**config.mk**
```make
export PLATFORM = sky130hd
export DESIGN_NAME = uart_core_flat
export DESIGN_NICKNAME = d
export VERILOG_FILES = /design/src/rtl/uart_pkg.sv /design/src/rtl/uart_core_if.sv /design/src/rtl/uart_bit_timer.sv /design/src/rtl/uart_core.sv /design/src/flat_wrapper.sv
export SDC_FILE = /design/constraint.sdc
export NUM_CORES = 1
export LEC_CHECK = 0
export ABC_CLOCK_PERIOD_IN_PS = 2900
export CORE_UTILIZATION = 45
export CTS_BUF_LIST = sky130_fd_sc_hd__clkbuf_4 sky130_fd_sc_hd__clkbuf_8
export DETAILED_ROUTE_END_ITERATION = 16
export PLACE_DENSITY_LB_ADDON = 0.12
export SYNTH_ARGS = -nofsm -noshare
export SYNTH_HDL_FRONTEND = slang
export SYNTH_HIERARCHICAL = 1
export SYNTH_SLANG_ARGS = --single-unit
```
**constraint.sdc**
```tcl
create_clock -name clk -period 2.9 [get_ports clk]
set_clock_uncertainty 0.05 [all_clocks]
set_input_delay 0.87 -clock clk [delete_from_list [all_inputs] [get_ports clk]]
set_output_delay 0.87 -clock clk [all_outputs]
set_load 0.005 [all_outputs]
```
**src/rtl/uart_pkg.sv**
```systemverilog
// Shared definitions for uart_core: parity encodings, FSM state types and
// the frame-length helper.
package uart_pkg;

  localparam int PAR_NONE = 0;
  localparam int PAR_ODD  = 1;
  localparam int PAR_EVEN = 2;

  typedef enum logic [2:0] {
    TX_IDLE,
    TX_START,
    TX_DATA,
    TX_PARITY,
    TX_STOP
  } tx_state_t;

  typedef enum logic [2:0] {
    RX_IDLE,
    RX_START,
    RX_DATA,
    RX_PARITY,
    RX_STOP,
    RX_BREAK
  } rx_state_t;

  // Total bits on the wire for one frame, start bit included.
  function automatic int nbits(input int data_bits, input int parity, input int stop_bits);
    return 1 + data_bits + ((parity != PAR_NONE) ? 1 : 0) + stop_bits;
  endfunction

endpackage

```
**src/rtl/uart_core_if.sv**
```systemverilog
// Host-side signal bundle of uart_core: TX handshake, serial pins and RX results.
interface uart_core_if;
  logic       tx_valid;
  logic [7:0] tx_data;
  logic       tx_ready;
  logic       tx;
  logic       rx;
  logic       rx_valid;
  logic [7:0] rx_data;
  logic       rx_parity_err;
  logic       rx_frame_err;
  logic       rx_busy;

  modport master (
    output tx_valid, tx_data, rx,
    input  tx_ready, tx, rx_valid, rx_data, rx_parity_err, rx_frame_err, rx_busy
  );

  modport slave (
    input  tx_valid, tx_data, rx,
    output tx_ready, tx, rx_valid, rx_data, rx_parity_err, rx_frame_err, rx_busy
  );
endinterface

```
**src/rtl/uart_bit_timer.sv**
```systemverilog
// Bit-period counter: full_tick on the last cycle of each bit, half_tick at mid-bit.
// The count wraps to zero on full_tick so it never passes CLKS_PER_BIT-1.
module uart_bit_timer #(
  parameter int CLKS_PER_BIT = 434
) (
  input  logic clk,
  input  logic nRst,
  input  logic clr,
  input  logic en,
  output logic half_tick,
  output logic full_tick
);
  localparam int CW = $clog2(CLKS_PER_BIT);

  logic [CW-1:0] r_cnt;

  assign full_tick = en && (r_cnt == CW'(CLKS_PER_BIT - 1));
  assign half_tick = en && (r_cnt == CW'(CLKS_PER_BIT / 2 - 1));

  always_ff @(posedge clk or negedge nRst) begin
    if (!nRst) begin
      r_cnt <= '0;
    end else if (clr || full_tick) begin
      r_cnt <= '0;
    end else if (en) begin
      r_cnt <= r_cnt + 1'b1;
    end
  end
endmodule

```
**src/rtl/uart_core.sv**
```systemverilog
// Parametrised full-duplex UART: valid/ready transmitter and a synchronised
// receiver with glitch rejection, parity and framing checks.
module uart_core
  import uart_pkg::*;
#(
  parameter int CLKS_PER_BIT = 434,
  parameter int DATA_BITS    = 8,
  parameter int PARITY       = PAR_NONE,
  parameter int STOP_BITS    = 1
) (
  input logic        clk,
  input logic        nRst,
  uart_core_if.slave bus
);
  localparam logic [7:0] DATA_MASK = 8'((1 << DATA_BITS) - 1);
  localparam logic [2:0] DATA_LAST = 3'(DATA_BITS - 1);
  localparam logic [2:0] STOP_LAST = 3'(STOP_BITS - 1);

  function automatic logic par_bit(input logic [7:0] d);
    return (PARITY == PAR_EVEN) ? ^d : ~^d;
  endfunction

  tx_state_t  r_tx_state, w_tx_state_next;
  logic [7:0] r_tx_shift, w_tx_shift_next;
  logic [2:0] r_tx_idx, w_tx_idx_next;
  logic       r_tx_par, w_tx_par_next;
  logic       r_tx, w_tx_next;
  logic       w_tx_clr, w_tx_full, w_tx_half_unused, w_tx_ready, w_tx_accept;

  assign w_tx_clr    = (r_tx_state == TX_IDLE);
  // Ready in the last stop cycle lets the next start bit follow with no gap.
  assign w_tx_ready  = (r_tx_state == TX_IDLE) ||
                       ((r_tx_state == TX_STOP) && (r_tx_idx == STOP_LAST) && w_tx_full);
  assign w_tx_accept = bus.tx_valid && w_tx_ready;

  uart_bit_timer #(.CLKS_PER_BIT(CLKS_PER_BIT)) u_tx_timer (
    .clk(clk), .nRst(nRst), .clr(w_tx_clr), .en(!w_tx_clr),
    .half_tick(w_tx_half_unused), .full_tick(w_tx_full)
  );

  always_comb begin
    w_tx_state_next = r_tx_state;
    w_tx_shift_next = r_tx_shift;
    w_tx_idx_next   = r_tx_idx;
    w_tx_par_next   = r_tx_par;
    w_tx_next       = r_tx;
    case (r_tx_state)
      TX_IDLE: w_tx_next = 1'b1;
      TX_START: if (w_tx_full) begin
        w_tx_state_next = TX_DATA;
        w_tx_idx_next   = '0;
        w_tx_next       = r_tx_shift[0];
      end
      TX_DATA: if (w_tx_full) begin
        if (r_tx_idx == DATA_LAST) begin
          w_tx_idx_next = '0;
          if (PARITY != PAR_NONE) begin
            w_tx_state_next = TX_PARITY;
            w_tx_next       = r_tx_par;
          end else begin
            w_tx_state_next = TX_STOP;
            w_tx_next       = 1'b1;
          end
        end else begin
          w_tx_idx_next   = r_tx_idx + 3'd1;
          w_tx_shift_next = r_tx_shift >> 1;
          w_tx_next       = r_tx_shift[1];
        end
      end
      TX_PARITY: if (w_tx_full) begin
        w_tx_state_next = TX_STOP;
        w_tx_next       = 1'b1;
      end
      TX_STOP: if (w_tx_full) begin
        if (r_tx_idx == STOP_LAST) w_tx_state_next = TX_IDLE;
        else                       w_tx_idx_next   = r_tx_idx + 3'd1;
      end
      default: w_tx_state_next = TX_IDLE;
    endcase
    if (w_tx_accept) begin
      w_tx_state_next = TX_START;
      w_tx_shift_next = bus.tx_data & DATA_MASK;
      w_tx_par_next   = par_bit(bus.tx_data & DATA_MASK);
      w_tx_next       = 1'b0;
    end
  end

  always_ff @(posedge clk or negedge nRst) begin
    if (!nRst) begin
      r_tx_state <= TX_IDLE;
      r_tx_shift <= '0;
      r_tx_idx   <= '0;
      r_tx_par   <= 1'b0;
      r_tx       <= 1'b1;
    end else begin
      r_tx_state <= w_tx_state_next;
      r_tx_shift <= w_tx_shift_next;
      r_tx_idx   <= w_tx_idx_next;
      r_tx_par   <= w_tx_par_next;
      r_tx       <= w_tx_next;
    end
  end

  assign bus.tx       = r_tx;
  assign bus.tx_ready = w_tx_ready;

  logic       r_rx_meta, r_rs;
  rx_state_t  r_rx_state, w_rx_state_next;
  logic [7:0] r_rx_shift, w_rx_shift_next, w_rx_word;
  logic [2:0] r_rx_idx, w_rx_idx_next;
  logic       r_rx_pbad, w_rx_pbad_next;
  logic       r_rx_valid, w_rx_valid_next;
  logic [7:0] r_rx_data, w_rx_data_next;
  logic       r_rx_perr, w_rx_perr_next, r_rx_ferr, w_rx_ferr_next;
  logic       w_rx_clr, w_rx_en, w_rx_half, w_rx_full;

  // Samples enter at the top, so a short word ends up left-aligned.
  assign w_rx_word = r_rx_shift >> (8 - DATA_BITS);
  assign w_rx_en   = r_rx_state inside {RX_START, RX_DATA, RX_PARITY, RX_STOP};

  uart_bit_timer #(.CLKS_PER_BIT(CLKS_PER_BIT)) u_rx_timer (
    .clk(clk), .nRst(nRst), .clr(w_rx_clr), .en(w_rx_en),
    .half_tick(w_rx_half), .full_tick(w_rx_full)
  );

  always_comb begin
    w_rx_state_next = r_rx_state;
    w_rx_shift_next = r_rx_shift;
    w_rx_idx_next   = r_rx_idx;
    w_rx_pbad_next  = r_rx_pbad;
    w_rx_valid_next = 1'b0;
    w_rx_data_next  = r_rx_data;
    w_rx_perr_next  = r_rx_perr;
    w_rx_ferr_next  = r_rx_ferr;
    w_rx_clr        = 1'b0;
    case (r_rx_state)
      RX_IDLE: begin
        w_rx_clr = 1'b1;
        if (!r_rs) w_rx_state_next = RX_START;
      end
      RX_START: if (w_rx_half) begin
        if (r_rs) begin
          w_rx_state_next = RX_IDLE;
        end else begin
          // Restart the count here so later full ticks land mid-bit.
          w_rx_state_next = RX_DATA;
          w_rx_clr        = 1'b1;
          w_rx_idx_next   = '0;
          w_rx_pbad_next  = 1'b0;
        end
      end
      RX_DATA: if (w_rx_full) begin
        w_rx_shift_next = {r_rs, r_rx_shift[7:1]};
        w_rx_idx_next   = r_rx_idx + 3'd1;
        if (r_rx_idx == DATA_LAST) begin
          if (PARITY != PAR_NONE) w_rx_state_next = RX_PARITY;
          else                    w_rx_state_next = RX_STOP;
        end
      end
      RX_PARITY: if (w_rx_full) begin
        w_rx_pbad_next  = (r_rs != par_bit(w_rx_word));
        w_rx_state_next = RX_STOP;
      end
      RX_STOP: if (w_rx_full) begin
        w_rx_valid_next = 1'b1;
        w_rx_data_next  = w_rx_word;
        w_rx_perr_next  = r_rx_pbad;
        w_rx_ferr_next  = !r_rs;
        if (r_rs) w_rx_state_next = RX_IDLE;
        else      w_rx_state_next = RX_BREAK;
      end
      RX_BREAK: begin
        w_rx_clr = 1'b1;
        if (r_rs) w_rx_state_next = RX_IDLE;
      end
      default: w_rx_state_next = RX_IDLE;
    endcase
  end

  always_ff @(posedge clk or negedge nRst) begin
    if (!nRst) begin
      r_rx_meta  <= 1'b1;
      r_rs       <= 1'b1;
      r_rx_state <= RX_IDLE;
      r_rx_shift <= '0;
      r_rx_idx   <= '0;
      r_rx_pbad  <= 1'b0;
      r_rx_valid <= 1'b0;
      r_rx_data  <= '0;
      r_rx_perr  <= 1'b0;
      r_rx_ferr  <= 1'b0;
    end else begin
      r_rx_meta  <= bus.rx;
      r_rs       <= r_rx_meta;
      r_rx_state <= w_rx_state_next;
      r_rx_shift <= w_rx_shift_next;
      r_rx_idx   <= w_rx_idx_next;
      r_rx_pbad  <= w_rx_pbad_next;
      r_rx_valid <= w_rx_valid_next;
      r_rx_data  <= w_rx_data_next;
      r_rx_perr  <= w_rx_perr_next;
      r_rx_ferr  <= w_rx_ferr_next;
    end
  end

  assign bus.rx_valid      = r_rx_valid;
  assign bus.rx_data       = r_rx_data;
  assign bus.rx_parity_err = r_rx_perr;
  assign bus.rx_frame_err  = r_rx_ferr;
  assign bus.rx_busy       = (r_rx_state != RX_IDLE);
endmodule
```
**src/flat_wrapper.sv**
```systemverilog
// flat-port wrapper written by rule: the top's interface ports become plain ports
module uart_core_flat import uart_pkg::*;
#(
  parameter int CLKS_PER_BIT = 434,
  parameter int DATA_BITS    = 8,
  parameter int PARITY       = PAR_NONE,
  parameter int STOP_BITS    = 1
)
  (clk, nRst, bus_tx_valid, bus_tx_data, bus_rx, bus_tx_ready, bus_tx, bus_rx_valid, bus_rx_data, bus_rx_parity_err, bus_rx_frame_err, bus_rx_busy);
  uart_core_if bus_i ();
  input logic clk;
  input logic nRst;
  input wire logic [$bits(bus_i.tx_valid)-1:0] bus_tx_valid;
  input wire logic [$bits(bus_i.tx_data)-1:0] bus_tx_data;
  input wire logic [$bits(bus_i.rx)-1:0] bus_rx;
  output wire logic [$bits(bus_i.tx_ready)-1:0] bus_tx_ready;
  output wire logic [$bits(bus_i.tx)-1:0] bus_tx;
  output wire logic [$bits(bus_i.rx_valid)-1:0] bus_rx_valid;
  output wire logic [$bits(bus_i.rx_data)-1:0] bus_rx_data;
  output wire logic [$bits(bus_i.rx_parity_err)-1:0] bus_rx_parity_err;
  output wire logic [$bits(bus_i.rx_frame_err)-1:0] bus_rx_frame_err;
  output wire logic [$bits(bus_i.rx_busy)-1:0] bus_rx_busy;
  assign bus_i.tx_valid = bus_tx_valid;
  assign bus_i.tx_data = bus_tx_data;
  assign bus_i.rx = bus_rx;
  assign bus_tx_ready = bus_i.tx_ready;
  assign bus_tx = bus_i.tx;
  assign bus_rx_valid = bus_i.rx_valid;
  assign bus_rx_data = bus_i.rx_data;
  assign bus_rx_parity_err = bus_i.rx_parity_err;
  assign bus_rx_frame_err = bus_i.rx_frame_err;
  assign bus_rx_busy = bus_i.rx_busy;
  uart_core #(.CLKS_PER_BIT(CLKS_PER_BIT), .DATA_BITS(DATA_BITS), .PARITY(PARITY), .STOP_BITS(STOP_BITS)) u_core (.clk(clk), .nRst(nRst), .bus(bus_i));
endmodule
```
==> out/qor.yml <==
cells_and_area:
  layout-drive-gt1-share_pct: 21.25
  antennaDiodeCount: 0
  fin_nets: 385
  syn_to_final_growth_pct: 20.09
clock_network:
  cts_hold_buffers: 0
  clk_pin_slew_worst_paths_ps: 70
  cts_sinks: 61
  cts_tree: "yes"
  numCtsBuffers: 9
  cts-root-buf: "clkbuf_8"
  clock_latency_ps: 330
  htreeDepth: 3
  cts_max_path_buffers: 2
grt:
  grt_pass1_wl_um: 10410
  antenna_found_initial: 0
  grt_pass1_vias: 2288
  grt_max_degree: 38
  track_usage_pct: 17.63
  grt-ovfl-total: 0
floorplanning:
  die_w_um: 88.85
  die_area_um2: 7894
  die_h_um: 88.85
  core_area_um2: 7253
  start_util_pct: 46.80
  core.rowCount: 31
  io_pins: 26
yosys:
  yosys_warnings: 6
  synthCells: 316
  syn_area_um2: 3395
  syn_nets: 339
  avgSynthCellArea_um2: 10.74
timing:
  fmax_ghz: 0.3625
  max_slew_margin_pct: 59.95
  maxSlewViolCount: 0
  timing.final.crit_share_pct: 95.12
  finalHoldViolCount: 0
  setup_viol: 0
  tns_ps: 0
  worst_pin_slew_ps: 600.8
  layout_min_cycle_time_ps: 2758
  setup_slack_ps: 141.6
route:
  ant_nets: 0
  detail_route.iter0.violations: 92
  vias: 2472
  wirelength_um: 6294
  dr.pass1.iters: 4
  viasPerCell: 5.305
  drc: 0
  routedWlPerCell_um: 13.51
worst_setup_path:
  r2r_slack_ps: 440
  r2r_cells: 8
  cp-start-kind: "flip-flop"
  r2r-end: "u_core/r_rx_shift[7]"
  crit_path_end_kind: "primary output"
  arrival_ps: 1840
  crit_required_ps: 1980
  r2r-start: "u_core/r_rx_state[2]"
  crit_type: "flip-flop to primary output"
  path_max_fanout: 2
job:
  maxCapViolations: 0
run_status:
  status: "finished, final reports clean"
placed_design:
  place_ws_ps: 51.79
  place_congestion: 0.7984
  hpwl_um: 4470
  io_buffer_count: 25
pwr:
  ir_drop_uv: 278.6
  powerDensity_nw_per_um2: 409.7
  p_leak_uw: 0.001886
min_path:
  hold_path_class: "flip-flop to flip-flop"
  whs_endpoint: "u_core/r_rs"
  hold_path_startpoint: "u_core/r_rx_meta"
  hold_depth: 0
[per-layer routing]
metal | global-route usage, % | part of all wire, % | up-vias
met2 | 27.97 | 46 | 45
li1 | - | - | 1222
met5 | 0 | 0 | -
met4 | 8.211 | 1.5 | 0
met1 | 22.96 | 48 | 1195
met3 | 4.011 | 4.0 | 10
[state kept, by name, summed over array words and instances (netlist names)]
signal and cells:
u_core/r_tx_state 3, u_core/r_rx_shift 8, u_core/u_rx_timer/r_cnt 9, u_core/bus.rx_frame_err 1, u_core/bus.rx_data 8, u_core/bus.rx_parity_err 1
u_core/r_rx_state 3, u_core/r_tx_idx 3, u_core/u_tx_timer/r_cnt 9, u_core/r_rx_idx 3, u_core/r_rs 1, u_core/r_tx_shift 8
u_core/r_rx_pbad 1, u_core/bus.tx 1, u_core/bus.rx_valid 1, u_core/r_rx_meta 1
[through the flow]
stage / util (%) / power [uW] / instance area (um2) / std cells / hold WS [ps]
after floorplan: - / 892.3 / 3400 / 316 / 295.2
after global placement: 53.27 / 930.2 / 3864 / 450 / 296.7
after detailed placement: 53.27 / 930.7 / 3864 / 450 / 298.5
after CTS: 56.05 / 1697 / 4065 / 466 / 310.6
after global routing: 56.20 / 1752 / 4076 / 466 / 312.5
final: 56.20 / 1670 / 4076 / 466 / 308.2
[cells in the final DEF (no fill, tap or decap), types with 3 or more instances in the layout]
| cell | instances |
|---|---|
| and2_1 | 3 |
| nand2_2 | 6 |
| dfstp_2 | 3 |
| mux2i_1 | 11 |
| nor3_2 | 3 |
| and3_1 | 6 |
| nand2_1 | 17 |
| nor2_1 | 26 |
| o32ai_1 | 4 |
| nand2b_1 | 8 |
| nand3_1 | 6 |
| xnor2_1 | 6 |
| o21ai_2 | 5 |
| xor2_1 | 5 |
| nor3_1 | 7 |
| nand3b_1 | 6 |
| mux2_1 | 16 |
| buf_4 | 24 |
| o21ai_0 | 4 |
| clkbuf_8 | 10 |
| a21oi_1 | 16 |
| dfrtp_1 | 58 |
| a22o_1 | 4 |
| nand3_2 | 3 |
| a21o_1 | 3 |
| ha_1 | 11 |
| inv_1 | 8 |
| nor2b_1 | 5 |
| inv_2 | 4 |
| nand4_1 | 7 |
| clkdlybuf4s50_1 | 23 |
| o21ai_1 | 4 |
[report_power, final]
part           leakage, uW  internal (uW)  switching (uW)
clock network     0.000103            437             320
logic             0.000994           22.7            24.4
registers         0.000789            860            5.72
total              0.00189           1320             350
[worst max-delay path by stage]
stage	startpoint	endpoint	slack [ps]
floorplan	u_core/r_tx_state[0]	bus_tx_ready	50
global placement	u_core/u_tx_timer/r_cnt[1]	bus_tx_ready	70
detailed placement	u_core/u_tx_timer/r_cnt[1]	bus_tx_ready	50
CTS	u_core/u_tx_timer/r_cnt[1]	bus_tx_ready	5
global route	u_core/u_tx_timer/r_cnt[1]	bus_tx_ready	-3
finish	u_core/u_tx_timer/r_cnt[1]	bus_tx_ready	140
[layout make-up]
class                   instances  area (um2)
clock buffers                  12       152.6
clock inverters                 4       47.55
multi-input cells             228        1737
flip-flops and latches         61        1530
fillers                       646        3177
inverters                      12       45.04
repair buffers                 50       440.4
well taps                      99       123.9
[timing repair]
action | CTS | global route
gates resized for setup | 2 | 6
buffers inserted | 0 | 0
setup endpoints to repair | 1 | 1
pin swaps | 0 | 1
[worst max-delay path, cell delays in order, from the launching register on]
cell,delay [ps]
dfrtp_1,380
inv_1,80
ha_1,140
nor2b_4,150
nand3_2,90
nor2_1,120
buf_4,130
nand3b_4,80
a211oi_2,210
buf_2,140
Note: power is estimated with default switching activity, not from simulation.
